**config.mk**
```make
export PLATFORM = sky130hd
export DESIGN_NAME = reg_bcd_converter_flat
export DESIGN_NICKNAME = d
export VERILOG_FILES = /design/src/rtl/reg_bcd_converter_pkg.sv /design/src/rtl/reg_bcd_converter_if.sv /design/src/rtl/reg_bcd_converter_bcd_digit_adj.sv /design/src/rtl/reg_bcd_converter.sv /design/src/flat_wrapper.sv
export SDC_FILE = /design/constraint.sdc
export NUM_CORES = 1
export LEC_CHECK = 0
export BUFFER_PORTS_ARGS = -buffer_cell sky130_fd_sc_hd__buf_4
export CORE_UTILIZATION = 35
export CTS_CLUSTER_SIZE = 28
export DETAILED_ROUTE_END_ITERATION = 12
export GPL_ROUTABILITY_DRIVEN = 1
export SETUP_SLACK_MARGIN = 0.2
export SYNTH_ARGS = -nofsm -noshare
export SYNTH_HDL_FRONTEND = slang
export SYNTH_HIERARCHICAL = 1
export SYNTH_SLANG_ARGS = --single-unit
```
**constraint.sdc**
```tcl
create_clock -name clk -period 1.9 [get_ports clk]
set_input_delay 0.19 -clock clk [delete_from_list [all_inputs] [get_ports clk]]
set_output_delay 0.19 -clock clk [all_outputs]
set_load 0.01 [all_outputs]
```
**src/rtl/reg_bcd_converter_pkg.sv**
```systemverilog
// Shared constants for the binary-to-BCD converter: default sizes,
// FSM state encoding and the counter-width helper.
package reg_bcd_converter_pkg;

    localparam int unsigned WIDTH_DEF  = 32;
    localparam int unsigned DIGITS_DEF = 10;

    localparam int unsigned ST_W = 2;
    localparam logic [ST_W-1:0] ST_IDLE  = 2'd0;
    localparam logic [ST_W-1:0] ST_SHIFT = 2'd1;
    localparam logic [ST_W-1:0] ST_DONE  = 2'd2;

    // Counter must hold the value WIDTH itself, hence WIDTH+1 codes.
    function automatic int unsigned cnt_width(input int unsigned width);
        return $clog2(width + 1);
    endfunction

endpackage

```
**src/rtl/reg_bcd_converter_if.sv**
```systemverilog
// Request/result bus between the CPU debug port and the BCD converter.
interface reg_bcd_converter_if #(
    parameter int unsigned WIDTH  = 32,
    parameter int unsigned DIGITS = 10
);
    logic [WIDTH-1:0]    i_data;
    logic                i_valid;
    logic                o_ready;
    logic [4*DIGITS-1:0] o_bcd;
    logic                o_valid;
    logic                o_busy;

    modport master (
        output i_data, i_valid,
        input  o_ready, o_bcd, o_valid, o_busy
    );

    modport slave (
        input  i_data, i_valid,
        output o_ready, o_bcd, o_valid, o_busy
    );
endinterface

```
**src/rtl/reg_bcd_converter_bcd_digit_adj.sv**
```systemverilog
// Add-3 correction for one BCD digit ahead of the shift; a 4-bit add,
// so digits 5..9 map to 8..12 without carry out.
module bcd_digit_adj (
    input  logic [3:0] digit_i,
    output logic [3:0] digit_c_o
);

    always_comb begin
        digit_c_o = (digit_i >= 4'd5) ? (digit_i + 4'd3) : digit_i;
    end

endmodule

```
**src/rtl/reg_bcd_converter.sv**
```systemverilog
// Sequential shift-add-3 binary-to-BCD converter, one bit per clock,
// with a double-buffered result so the display never sees a partial value.
module reg_bcd_converter
    import reg_bcd_converter_pkg::*;
#(
    parameter int unsigned WIDTH  = WIDTH_DEF,
    parameter int unsigned DIGITS = DIGITS_DEF,
    parameter bit          AUTO   = 1'b1
) (
    input  logic              clk,
    input  logic              rst_n,
    reg_bcd_converter_if.slave bus
);

    localparam int unsigned CNT_W = cnt_width(WIDTH);
    localparam int unsigned BCD_W = 4 * DIGITS;

    logic [ST_W-1:0]  state_q, state_d;
    logic [CNT_W-1:0] cnt_q,   cnt_d;
    logic [WIDTH-1:0] bin_q,   bin_d;
    logic [WIDTH-1:0] last_q,  last_d;
    logic [BCD_W-1:0] bcd_q,   bcd_d;
    logic [BCD_W-1:0] out_q,   out_d;
    logic             valid_q, valid_d;
    logic             ready_q, ready_d;
    logic             busy_q;
    logic [BCD_W-1:0] bcd_adj_c;
    logic             start_c;

    for (genvar g = 0; g < DIGITS; g++) begin : g_adj
        bcd_digit_adj u_adj (
            .digit_i   (bcd_q[4*g +: 4]),
            .digit_c_o (bcd_adj_c[4*g +: 4])
        );
    end

    // With AUTO, a changed input restarts the conversion without a request.
    always_comb begin
        start_c = bus.i_valid | (AUTO & (bus.i_data != last_q));
    end

    always_comb begin
        state_d = state_q;
        cnt_d   = cnt_q;
        bin_d   = bin_q;
        bcd_d   = bcd_q;
        last_d  = last_q;
        out_d   = out_q;
        valid_d = 1'b0;

        case (state_q)
            ST_IDLE: begin
                if (start_c) begin
                    bin_d   = bus.i_data;
                    last_d  = bus.i_data;
                    bcd_d   = '0;
                    cnt_d   = CNT_W'(WIDTH);
                    state_d = ST_SHIFT;
                end
            end
            ST_SHIFT: begin
                {bcd_d, bin_d} = {bcd_adj_c, bin_q} << 1;
                cnt_d          = cnt_q - CNT_W'(1);
                if (cnt_q == CNT_W'(1)) begin
                    state_d = ST_DONE;
                end
            end
            ST_DONE: begin
                out_d   = bcd_q;
                valid_d = 1'b1;
                state_d = ST_IDLE;
            end
            default: begin
                state_d = ST_IDLE;
            end
        endcase

        ready_d = (state_d == ST_IDLE);
    end

    always_ff @(posedge clk or negedge rst_n) begin
        if (!rst_n) begin
            state_q <= ST_IDLE;
            cnt_q   <= '0;
            bin_q   <= '0;
            bcd_q   <= '0;
            last_q  <= '0;
            out_q   <= '0;
            valid_q <= 1'b0;
            ready_q <= 1'b1;
            busy_q  <= 1'b0;
        end else begin
            state_q <= state_d;
            cnt_q   <= cnt_d;
            bin_q   <= bin_d;
            bcd_q   <= bcd_d;
            last_q  <= last_d;
            out_q   <= out_d;
            valid_q <= valid_d;
            ready_q <= ready_d;
            busy_q  <= ~ready_d;
        end
    end

    assign bus.o_bcd   = out_q;
    assign bus.o_valid = valid_q;
    assign bus.o_ready = ready_q;
    assign bus.o_busy  = busy_q;

endmodule

```
**src/flat_wrapper.sv**
```systemverilog
// flat-port wrapper written by rule: the top's interface ports become plain ports
module reg_bcd_converter_flat import reg_bcd_converter_pkg::*;
#(
    parameter int unsigned WIDTH  = WIDTH_DEF,
    parameter int unsigned DIGITS = DIGITS_DEF,
    parameter bit          AUTO   = 1'b1
)
  (clk, rst_n, bus_i_data, bus_i_valid, bus_o_ready, bus_o_bcd, bus_o_valid, bus_o_busy);
  reg_bcd_converter_if #(.WIDTH(WIDTH), .DIGITS(DIGITS)) bus_i ();
  input  logic clk;
  input  logic rst_n;
  input wire logic [$bits(bus_i.i_data)-1:0] bus_i_data;
  input wire logic [$bits(bus_i.i_valid)-1:0] bus_i_valid;
  output wire logic [$bits(bus_i.o_ready)-1:0] bus_o_ready;
  output wire logic [$bits(bus_i.o_bcd)-1:0] bus_o_bcd;
  output wire logic [$bits(bus_i.o_valid)-1:0] bus_o_valid;
  output wire logic [$bits(bus_i.o_busy)-1:0] bus_o_busy;
  assign bus_i.i_data = bus_i_data;
  assign bus_i.i_valid = bus_i_valid;
  assign bus_o_ready = bus_i.o_ready;
  assign bus_o_bcd = bus_i.o_bcd;
  assign bus_o_valid = bus_i.o_valid;
  assign bus_o_busy = bus_i.o_busy;
  reg_bcd_converter #(.WIDTH(WIDTH), .DIGITS(DIGITS), .AUTO(AUTO)) u_core (.clk(clk), .rst_n(rst_n), .bus(bus_i));
endmodule
```
==> flow_summary.yaml <==
run_status:
  status: "finished with violations"
  failed_checks: "setup timing"
pwr:
  seqPwrFrac: 0.421
  leakagePower_nw: 4.459
  p_comb_frac: 0.236
  power_frac_clock: 0.343
  p_int_mw: 7.374
  netSwitchingPower_mw: 2.998
  power_mw: 10.37
  p_per_area_mw_per_mm2: 1077
  vdd.ir_drop.worst_uv: 640.1
  switching_share: 0.2891
layout:
  final_nets: 790
  fillers: 1884
  drive_above_1_share: 0.3351
  areaGrowthSynthToFinish_pct: 26.41
  design_area_mm2: 0.009630
  n_antenna_cell: 0
min_path:
  holdPathStages: 2
  hold-path-endpoint: "u_core/last_q[4]"
  hold_path_class: "primary input to flip-flop"
  hold_start: "bus_i_data[4]"
setup_path:
  cp_slowest_cell: "dfrtp_1"
  timing.reg2reg.worst_path_depth: 7
  crit_required_ps: 2210
  endpoint_kind: "flip-flop"
  crit_type: "flip-flop to flip-flop"
  cp_max_fo: 8
  path_cells: "xnor2_2, nand4_1, nor4_4, a31oi_4, buf_12, clkbuf_16, a221o_1"
  rr_endpoint: "u_core/bin_q[31]"
  ff2ff_setup_slack_ps: -210
  start_kind: "flip-flop"
  critPathArrivalTime_ps: 2410
  r2r-start: "u_core/last_q[16]"
  cpPeakStageDelay_ps: 410
synthesis:
  syn_area_per_cell_um2: 12.11
  postSynthNetCount: 686
  synthCells: 629
  netlist_area_mm2: 0.007619
  yosysWarnings: 6
placed_design:
  portBuffers: 77
  dp_hpwl_um: 11340
  dpl-instance-area_mm2: 0.008687
  gp_congestion: 0.7409
floorplanning:
  core-area_mm2: 0.02115
  die_w_um: 149.5
  fp.dieH_um: 149.5
  die-area_mm2: 0.02236
  io_pins: 78
  rows: 53
  initial_core_util: 0.3601
clocking:
  cts_max_level: 4
  clk_path_buf_depth: 2
  clkTransAtPathRegs_ps: 70
  clkSinkCount: 155
  root_buffer: "clkbuf_16"
  cts_tree: "done"
  cts_made_buffers: 17
  clk_latency_ps: 430
sta:
  max_freq_mhz: 474.8
  finalMaxSlewViolations: 0
  period_share: 1.108
  rsz0062_at_grt: "true"
  setup_tns_ps: -16830
  slew_headroom: 0.6784
  min_period_ps: 2106
  setup_viol: 113
  layout_setup_ws_ps: -206.0
  fin_skew_ps: 7.183
  tightest_slew_ps: 482.4
  hold_violations: 0
route:
  initialDrtViolationCount: 276
  wl_um: 17640
  first_pass_iters: 4
  route.vias.total: 5327
  drc: 0
  via_per_inst: 5.217
  final_antenna_net_count: 0
  routedWlPerCell_um: 17.28
flow_run:
  max-cap-violations: 0
global_routing:
  grt_pass1_wl_um: 28340
  grt-ovfl-total: 0
  first_global_vias: 5374
  track_usage: 0.1640
  grt_max_degree: 48
  antenna_found_initial: 1
-- layer usage --
layer  up-vias  global-route usage  wire [µm]
li1       2490                   -          -
met1      2688              0.2176       8072
met2       130              0.2588       8374
met3        17             0.04268        949
met4         2             0.05510        229
met5         -                   0         17
-- sequential cells by signal, summed over array words and instances (netlist names) --
name	cells
u_core/bin_q	32
u_core/bus.o_busy	1
u_core/bus.o_valid	1
u_core/state_q	2
u_core/bcd_q	40
u_core/bus.o_ready	1
u_core/last_q	32
u_core/bus.o_bcd	40
u_core/cnt_q	6
-- through the flow --
| stage | util | std cells | hold slack [ps] | worst slack (ps) |
|---|---|---|---|---|
| after CTS | 0.4438 | 1012 | 5.988 | -131.0 |
| after global routing | 0.4553 | 1021 | 17.96 | -260.1 |
| after floorplan | - | 629 | -105.6 | 55.80 |
| after detailed placement | 0.4107 | 977 | 109.2 | -173.4 |
| final | 0.4553 | 1021 | 28.64 | -206.0 |
| after global placement | 0.4107 | 977 | 105.0 | -163.1 |
-- cell usage in the layout, fill, tap and decap left out, types with 2 or more instances in the layout --
cell and count:
xor2_1 15, buf_12 10, o41ai_1 2, and3_1 2, ha_1 22, nand2b_1 20, nor2_1 13, o21ai_1 9
nand4_1 4, a21oi_1 2, a21oi_2 10, dfrtp_1 154, nor4_1 3, a221o_1 32, inv_1 24, inv_6 6
xnor2_2 6, o2bb2ai_1 2, o21ai_0 9, nor3_1 2, mux2_2 71, nor2b_1 32, buf_4 98, mux2i_1 12
xnor2_1 20, clkbuf_16 22, bufinv_16 3, a22o_1 71, clkinvlp_4 2, nand2_1 40, buf_6 2
-- power groups by stage --
stage / Combinational, mW / Clock (mW) / Sequential [mW]
2_1_floorplan: 1.38 / 0 / 4.46
3_3_place_gp: 2.34 / 0 / 4.40
3_5_place_dp: 2.46 / 0 / 4.41
4_1_cts: 2.48 / 3.64 / 4.37
5_1_grt: 2.71 / 3.77 / 4.46
6_report: 2.45 / 3.56 / 4.37
-- worst max-delay path, delay by kind of cell (launching register included) --
kind	cells	cell delay [ps]
DFF	1	410
AOI/OAI and AO/OA	2	460
buffers and inverters	2	350
xor gates and xnor gates	1	220
and+or+nand+nor	2	540
-- layout make-up --
type,instances,area [µm²],share of cell area
timing repair buffer,118,1136,0.1180
tap,275,344.1,0.03573
multi-input combinational,416,3562,0.3699
inverter,25,96.34,0.01000
sequential,155,3880,0.4029
clock inverter,14,182.7,0.01897
clock buffer,18,429.2,0.04456
-- what timing repair did --
action                                 in CTS  in global routing
buffers inserted                            1                  3
gates resized for setup                     9                 13
pin swaps                                   3                 14
endpoints found under the hold margin      45                  0
setup endpoints to repair                 113                113
hold buffers                                1                  0
cloned                                      1                  6
-- how the worst max path moves through the flow --
stage	start	to	slack, ps	cells after the start
2_1_floorplan	u_core/last_q[0]	u_core/bin_q[6]	60	6
3_3_place_gp	u_core/last_q[8]	u_core/bcd_q[21]	-160	7
3_5_place_dp	u_core/last_q[8]	u_core/bcd_q[24]	-170	7
4_1_cts	u_core/last_q[16]	u_core/bin_q[23]	-130	6
5_1_grt	u_core/last_q[16]	u_core/bin_q[31]	-260	7
6_report	u_core/last_q[16]	u_core/bin_q[31]	-210	7
Power figures use the tool's default switching activity.
